===== src/rtl/cla_seq_divider_pkg.sv =====
// cla_seq_divider_pkg: state encoding, default width and counter sizing for the sequential divider.
package cla_seq_divider_pkg;
    localparam logic [1:0] IDLE = 2'd0;
    localparam logic [1:0] RUN  = 2'd1;
    localparam logic [1:0] DONE = 2'd2;
    localparam int DEF_WIDTH = 16;
    function automatic int cnt_w(input int w);
        return $clog2(w);
    endfunction
endpackage


===== src/rtl/cla_seq_divider_cla_subtractor.sv =====
// cla_subtractor: a - b as a + ~b + 1 through 4-bit lookahead groups and a second-level lookahead unit.
module cla_subtractor #(
    parameter int W = 17
) (
    input  logic [W-1:0] a,
    input  logic [W-1:0] b,
    output logic [W-1:0] difference,
    output logic         carryOutput
);
    localparam int NG = (W + 3) / 4;
    localparam int NP = 4 * NG;
    logic [NP-1:0] ap, bp, g, p;
    logic [NG-1:0] gg, gp;
    logic [NG:0]   gc;
    logic [W-1:0]  c;
    // inverted zero padding gives propagate-only bits, so the top carry equals bit W's carry
    assign ap = NP'(a);
    assign bp = ~NP'(b);
    assign g = ap & bp;
    assign p = ap ^ bp;
    always_comb begin
        logic pr, acc;
        gg = '0;
        gp = '0;
        gc = '0;
        c = '0;
        pr = 1'b1;
        acc = 1'b0;
        for (int k = 0; k < NG; k++) begin
            gp[k] = &p[4*k +: 4];
            gg[k] = g[4*k+3] | (p[4*k+3] & g[4*k+2]) | (&p[4*k+2 +: 2] & g[4*k+1]) | (&p[4*k+1 +: 3] & g[4*k]);
        end
        for (int k = 0; k <= NG; k++) begin
            pr = 1'b1;
            acc = 1'b0;
            for (int j = k - 1; j >= 0; j--) begin
                acc = acc | (pr & gg[j]);
                pr = pr & gp[j];
            end
            gc[k] = acc | pr;
        end
        for (int k = 0; k < NG; k++) begin
            for (int i = 0; i < 4; i++) begin
                if (4 * k + i < W) begin
                    pr = 1'b1;
                    acc = 1'b0;
                    for (int j = i - 1; j >= 0; j--) begin
                        acc = acc | (pr & g[4*k+j]);
                        pr = pr & p[4*k+j];
                    end
                    c[4*k+i] = acc | (pr & gc[k]);
                end
            end
        end
    end
    assign difference = p[W-1:0] ^ c;
    assign carryOutput = gc[NG];
endmodule


===== src/rtl/cla_seq_divider.sv =====
// cla_seq_divider: restoring unsigned divider, one quotient bit per clock via a CLA subtractor.
// Optional DIV_EARLY_EXIT_EN: finishes in one cycle when dividend < divisor.
module cla_seq_divider
    import cla_seq_divider_pkg::*;
#(
    parameter int WIDTH = DEF_WIDTH
) (
    input  logic             clk,
    input  logic             rstN,
    input  logic             start,
    input  logic [WIDTH-1:0] dividend,
    input  logic [WIDTH-1:0] divisor,
    output logic [WIDTH-1:0] quotient,
    output logic [WIDTH-1:0] remainder,
    output logic             busy,
    output logic             done,
    output logic             divByZero
);
    localparam int CW = cnt_w(WIDTH);
    logic [1:0]       state;
    logic [WIDTH-1:0] r, q, d, r_next, q_next;
    logic [CW-1:0]    count;
    logic [WIDTH:0]   s, sub_a, sub_b, diff;
    logic             co, accept;
    assign s = {r, q[WIDTH-1]};
`ifdef DIV_EARLY_EXIT_EN
    // outside RUN the subtractor is free, so it compares the incoming operands
    assign sub_a = state == RUN ? s : {1'b0, dividend};
    assign sub_b = {1'b0, state == RUN ? d : divisor};
`else
    assign sub_a = s;
    assign sub_b = {1'b0, d};
`endif
    cla_subtractor #(.W(WIDTH + 1)) u_sub (
        .a(sub_a),
        .b(sub_b),
        .difference(diff),
        .carryOutput(co)
    );
    // a restored remainder is always below the divisor, so WIDTH bits suffice
    assign r_next = co ? diff[WIDTH-1:0] : s[WIDTH-1:0];
    assign q_next = {q[WIDTH-2:0], co};
    assign accept = start && state != RUN;
    assign busy = state == RUN;
    assign done = state == DONE;
    always_ff @(posedge clk or negedge rstN) begin
        if (!rstN) begin
            state <= IDLE;
            r <= '0;
            q <= '0;
            d <= '0;
            count <= '0;
            quotient <= '0;
            remainder <= '0;
            divByZero <= 1'b0;
        end else if (accept) begin
            d <= divisor;
            q <= dividend;
            r <= '0;
            count <= '0;
            if (divisor == '0) begin
                state <= DONE;
                quotient <= '1;
                remainder <= dividend;
                divByZero <= 1'b1;
`ifdef DIV_EARLY_EXIT_EN
            end else if (!co) begin
                state <= DONE;
                quotient <= '0;
                remainder <= dividend;
                divByZero <= 1'b0;
`endif
            end else begin
                state <= RUN;
            end
        end else if (state == RUN) begin
            r <= r_next;
            q <= q_next;
            count <= count + 1'b1;
            if (count == CW'(WIDTH - 1)) begin
                state <= DONE;
                quotient <= q_next;
                remainder <= r_next;
                divByZero <= 1'b0;
            end
        end else if (state == DONE) begin
            state <= IDLE;
        end
    end
endmodule


===== config.mk =====
export PLATFORM = sky130hd
export DESIGN_NAME = cla_seq_divider
export DESIGN_NICKNAME = d
export VERILOG_FILES = /design/src/rtl/cla_seq_divider_pkg.sv /design/src/rtl/cla_seq_divider_cla_subtractor.sv /design/src/rtl/cla_seq_divider.sv
export SDC_FILE = /design/constraint.sdc
export NUM_CORES = 1
export LEC_CHECK = 0
export ABC_AREA = 1
export BUFFER_PORTS_ARGS = -buffer_cell sky130_fd_sc_hd__buf_4
export CAP_MARGIN = 20
export CORE_UTILIZATION = 62
export CTS_CLUSTER_DIAMETER = 60
export DETAILED_ROUTE_END_ITERATION = 6
export GPL_TIMING_DRIVEN = 0
export PLACE_DENSITY_LB_ADDON = 0.25
export SLEW_MARGIN = 20
export SYNTH_ARGS = -nofsm -noshare
export SYNTH_HDL_FRONTEND = slang
export SYNTH_HIERARCHICAL = 1
export SYNTH_SLANG_ARGS = --single-unit
export TNS_END_PERCENT = 30

===== constraint.sdc =====
create_clock -name clk -period 3.7 [get_ports clk]
set_input_delay 0.74 -clock clk [delete_from_list [all_inputs] [get_ports clk]]
set_output_delay 0.74 -clock clk [all_outputs]
set_load 0.005 [all_outputs]

==> results.cfg, run 1 <==
[global_route]
grt_max_degree = 88
grt_pass1_vias = 4687
grt_usage = 0.320
antenna_found_initial = 0
gr-total-overflow = 0
grt_pass1_wl_um = 21000

[logic_synthesis]
syn_inst = 657
synthesis.area_mm2 = 0.00495
yosysWarnings = 6
avgSynthCellArea_um2 = 7.53
synth_fp_nets = 717

[clock_tree]
cts_buffer_depth = 2
clock-sinks = 87
cts_tree = built
clockRootBuffer = clkbuf_8
cts_buffers = 9
clk_latency_ns = 0.37
htree_levels = 3
cts_hold_buffers = 0
clkSlewWorstSetupHoldPaths_ns = 0.10
cts-resized-gates = 0
post-cts-setup-buffers = 0

[timing]
rsz0062_at_grt = false
fin_skew_ns = 0.0163
setup_violations = 0
layout_setup_ws_ns = 0.873
fmax_ghz = 0.354
slew_violations = 0
final.min_clock_period_ns = 2.83
hold_viol_final = 0
tightest_slew_ns = 0.814
fin_setup_tns_ns = 0
slew_headroom = 0.457
period_share = 0.764

[critical_path]
path_common_cell = nand2_1
r2r-end = remainder[11]
path_delay_family = simple AND/OR/NAND/NOR gates
r2r_start = d[13]
critPathCaptureType = flip-flop
crit_type = reg -> reg
critPathRequiredTime_ns = 3.97
cp_slowest_cell = dfrtp_1
worst_path_largest_cell_delay_ns = 0.37
worst_setup_path_start_kind = flip-flop
path_cells = inv_1 > ha_1 > nand2_2 > nor2_2 > nand2_2 > nor3_2 > nand2_1 > nand3_2 > nand2_1 > nand2_1 > buf_2 > clkinv_1 > buf_2 > nand2_1 > nand2_1 > nand2_1 > nand2_1 > nand2_1 > nand2_1
crit_arrival_ns = 3.10
worstPathMaxFanout = 10
crit_buf_inv = 4
r2r_slack_ns = 0.87
ff2ff_path_depth = 19

[power_and_ir_drop]
fin_total_pwr_uw = 4650
p_leak_uw = 0.00322
peakVddDrop_v = 0.000453
power.density_mw_per_mm2 = 802

[detailed_routing]
drtIter0Drc = 344
avgRoutedWirePerCell_um = 14.7
remaining_drc_errors = 0
drt_first_pass_iters = 5
vias = 4699
via_per_inst = 5.57
wirelength_um = 12400
postRouteAntennaNets = 0

[die]
die-area_mm2 = 0.00834
core_mm2 = 0.00773
ioPinCount = 70
rows = 32
start_util = 0.640
dieHeight_um = 91.3
die_x_um = 91.3

[placement]
post-place-ws_ns = 0.964
dp.final_hpwl_um = 9210
place_congestion = 0.912
post-place-cells = 828
io_buffers = 69

[cells_and_area]
areaGrowthSynthToFinish_pct = 17.2
fillCellCount = 585
nets = 797
n_antenna_cell = 0
finish.utilization = 0.750
drive_gt1_frac = 0.175
final_cells = 844

[job]
maxCapViolCount = 0

[worst_hold_path]
hp-class = in -> async

[outcome]
status = completed
==> state kept, by name (all words and copies together) (netlist names) <==
| signal | flops |
|---|---|
| state | 2 |
| r | 16 |
| remainder | 16 |
| quotient | 16 |
| d | 16 |
| count | 4 |
| q | 16 |
| divByZero | 1 |
==> worst register-to-register path, stage by stage, from the launching register on <==
cell	delay (ns)
dfrtp_1	0.37
inv_1	0.06
ha_1	0.36
nand2_2	0.08
nor2_2	0.14
nand2_2	0.08
nor3_2	0.16
nand2_1	0.09
nand3_2	0.08
nand2_1	0.06
nand2_1	0.06
buf_2	0.19
clkinv_1	0.26
buf_2	0.29
nand2_1	0.09
nand2_1	0.06
nand2_1	0.10
nand2_1	0.07
nand2_1	0.09
nand2_1	0.06
==> cells in the final DEF, fill, tap and decap left out, types with 2 or more instances in the layout <==
| master | count |
|---|---|
| nand2_1 | 293 |
| buf_6 | 4 |
| xnor2_1 | 6 |
| ha_1 | 22 |
| inv_1 | 72 |
| inv_2 | 4 |
| o221ai_1 | 16 |
| nor2_1 | 21 |
| buf_2 | 17 |
| nand2_2 | 7 |
| clkbuf_8 | 9 |
| clkbuf_1 | 6 |
| buf_4 | 69 |
| fa_1 | 3 |
| o21ai_0 | 21 |
| a221oi_1 | 2 |
| inv_6 | 3 |
| dfrtp_1 | 87 |
| a21oi_1 | 8 |
| nand3_2 | 3 |
| nand2_4 | 3 |
| nand3_1 | 45 |
| nor2_2 | 2 |
| nand4_1 | 2 |
==> metal layers <==
layer,vias up,GRT usage,part of all wire
met4,0,0.119,0.021
met2,189,0.551,0.50
met1,2277,0.416,0.42
met3,20,0.0394,0.059
li1,2213,-,-
met5,-,0,0
==> worst max path at each step <==
stage	slack, ns	cells after the start	start	to
floorplan	1.46	18	r[12]	remainder[12]
global placement	1.03	18	r[12]	remainder[9]
detailed placement	0.96	18	r[9]	remainder[8]
CTS	0.93	18	r[9]	remainder[11]
global route	0.62	19	d[14]	remainder[11]
finish	0.87	19	d[13]	remainder[11]
==> metrics by stage <==
| step | area (um^2) | hold WS (ns) |
|---|---|---|
| global placement | 5590 | 0.463 |
| detailed placement | 5590 | 0.474 |
| CTS | 5790 | 0.496 |
| floorplan | 4950 | 0.444 |
| global route | 5800 | 0.488 |
| finish | 5800 | 0.388 |
==> power breakdown <==
| part | total, uW | internal, uW | switching, uW | leakage (uW) |
|---|---|---|---|---|
| combinational | 2440 | 947 | 1490 | 0.00206 |
| sequential | 1520 | 1300 | 217 | 0.00107 |
| clock | 696 | 323 | 372 | 0.0000994 |
==> cell type report <==
class	count	area, um^2	share of cell area
Multi-Input combinational cell	465	2320	0.400
Sequential cell	87	2180	0.375
Timing Repair Buffer	69	522	0.0900
Inverter	79	304	0.0524
Buffer	26	145	0.0250
Clock buffer	10	128	0.0220
Tap cell	102	128	0.0220
Clock inverter	6	75.1	0.0129
Note: power is estimated with default switching activity, not from simulation.
==> run 2, diff against run 1 <==
ABC_AREA = 0   (was 1)
CORE_UTILIZATION = 57   (was 62)
clock period = 2.95 ns   (was 3.7 ns; I/O delays follow)
==> results.cfg, run 2 <==
[outcome]
status = completed

[timing]
period_share = 0.952
hold_viol_final = 0
slew_headroom = 0.475
final.min_clock_period_ns = 2.81
fin_skew_ns = 0.0147
tightest_slew_ns = 0.788
rsz0062_at_grt = false
fmax_ghz = 0.356
slew_violations = 0
setup_violations = 0

[logic_synthesis]
synthesis.area_mm2 = 0.00472
synth_fp_nets = 576
syn_inst = 516
yosysWarnings = 6
avgSynthCellArea_um2 = 9.15

[clock_tree]
htree_levels = 3
clock-sinks = 87
clkSlewWorstSetupHoldPaths_ns = 0.10
clk_latency_ns = 0.36
cts_buffer_depth = 2
clockRootBuffer = clkbuf_8
cts_tree = built
cts_hold_buffers = 0
cts_buffers = 9

[cells_and_area]
fillCellCount = 583
seqCellArea_mm2 = 0.00218
nets = 664
n_antenna_cell = 0
areaGrowthSynthToFinish_pct = 21.1
final_cell_mix = nand2_1, dfrtp_1, buf_4, nor2_1, o21ai_0
multi_input_area_mm2 = 0.00237
drive_gt1_frac = 0.225
final_cells = 711
final_common_cell = nand2_1

[die]
core_mm2 = 0.00789
rows = 32
die_x_um = 93.0
dieHeight_um = 93.0
ioPinCount = 70
start_util = 0.599
die-area_mm2 = 0.00865

[critical_path]
crit_arrival_ns = 3.06
critPathRequiredTime_ns = 3.20
worstPathMaxFanout = 18
critPathCaptureType = flip-flop
crit_type = reg -> reg
worst_setup_path_start_kind = flip-flop

[placement]
dp.final_hpwl_um = 8350
place_congestion = 0.836
post-place-cells = 686
io_buffers = 68

[detailed_routing]
remaining_drc_errors = 0
drt_first_pass_iters = 5
via_per_inst = 5.74
vias = 4078
postRouteAntennaNets = 0
wirelength_um = 11600
drtIter0Drc = 258
avgRoutedWirePerCell_um = 16.3

[global_route]
met3_usage = 0.0350
gr-usage-met1 = 0.354
antenna_found_initial = 0
gr-total-overflow = 0
grt_pass1_wl_um = 18800
grt_pass1_vias = 4005
grt_max_degree = 88
grt_usage = 0.279
grt_busiest_layer = met2
grt_use_met2 = 0.480

[worst_hold_path]
hp-class = in -> async

[job]
maxCapViolCount = 0

[power_and_ir_drop]
p_leak_uw = 0.00275
power.density_mw_per_mm2 = 757
peakVddDrop_v = 0.000359
fin_total_pwr_uw = 4320
-- run 2: final timing paths --
check	from	to	slack, ns	depth (start not counted)
worst max-delay path	r[1]	remainder[2]	0.14	9
worst min-delay path	rstN	quotient[1]	0.27	1
worst max register to register	r[1]	remainder[2]	0.14	9
worst min register to register	d[6]	d[6]	0.48	2
max in group asynchronous	rstN	d[3]	2.12	1
min in group clk	divisor[10]	d[10]	0.43	3
-- run 2: worst max-delay path: stages (launching register included) --
cell	delay, ns
dfrtp_1	0.43
ha_2	0.21
or3_4	0.39
o22ai_4	0.20
o22ai_4	0.12
o2111a_1	0.24
a211o_1	0.28
buf_6	0.18
mux2_2	0.32
a221o_1	0.32
-- run 2: where the power goes --
| group | switching (uW) | internal (uW) |
|---|---|---|
| combinational | 1060 | 794 |
| sequential | 216 | 1450 |
| clock | 463 | 340 |
| total | 1740 | 2590 |
-- run 2: final cells by class --
class | count | share of cell area
multi-input cells | 369 | 0.415
well taps | 102 | 0.0223
clock buffers | 10 | 0.0241
flip-flops and latches | 87 | 0.381
plain buffers | 29 | 0.0260
repair buffers | 78 | 0.103
inverters | 30 | 0.0197
clock inverters | 6 | 0.00875
-- run 2: per-stage QoR --
stage          TNS [ns]  worst slack, ns   util  area [um^2]  hold WS [ns]
2_1_floorplan         0            0.115      -         4720         0.294
3_3_place_gp     -0.688          -0.0986  0.680         5360         0.461
3_5_place_dp      -1.06           -0.142  0.680         5360         0.465
4_1_cts               0          0.00704  0.712         5610         0.423
5_1_grt               0           0.0540  0.725         5720         0.331
6_report              0            0.140  0.725         5720         0.267
-- run 2: repair_timing --
action | CTS | global route
pin swaps | 2 | 6
resized for setup | 9 | 11
setup endpoints to repair | 11 | 11
buffers inserted | 1 | 9
-- run 2: routing by layer --
metal  share of wire  vias to the layer above
met2            0.50                      173
met4           0.023                        0
met1            0.42                     1950
met3           0.064                       21
met5               0                        -
li1                -                     1934
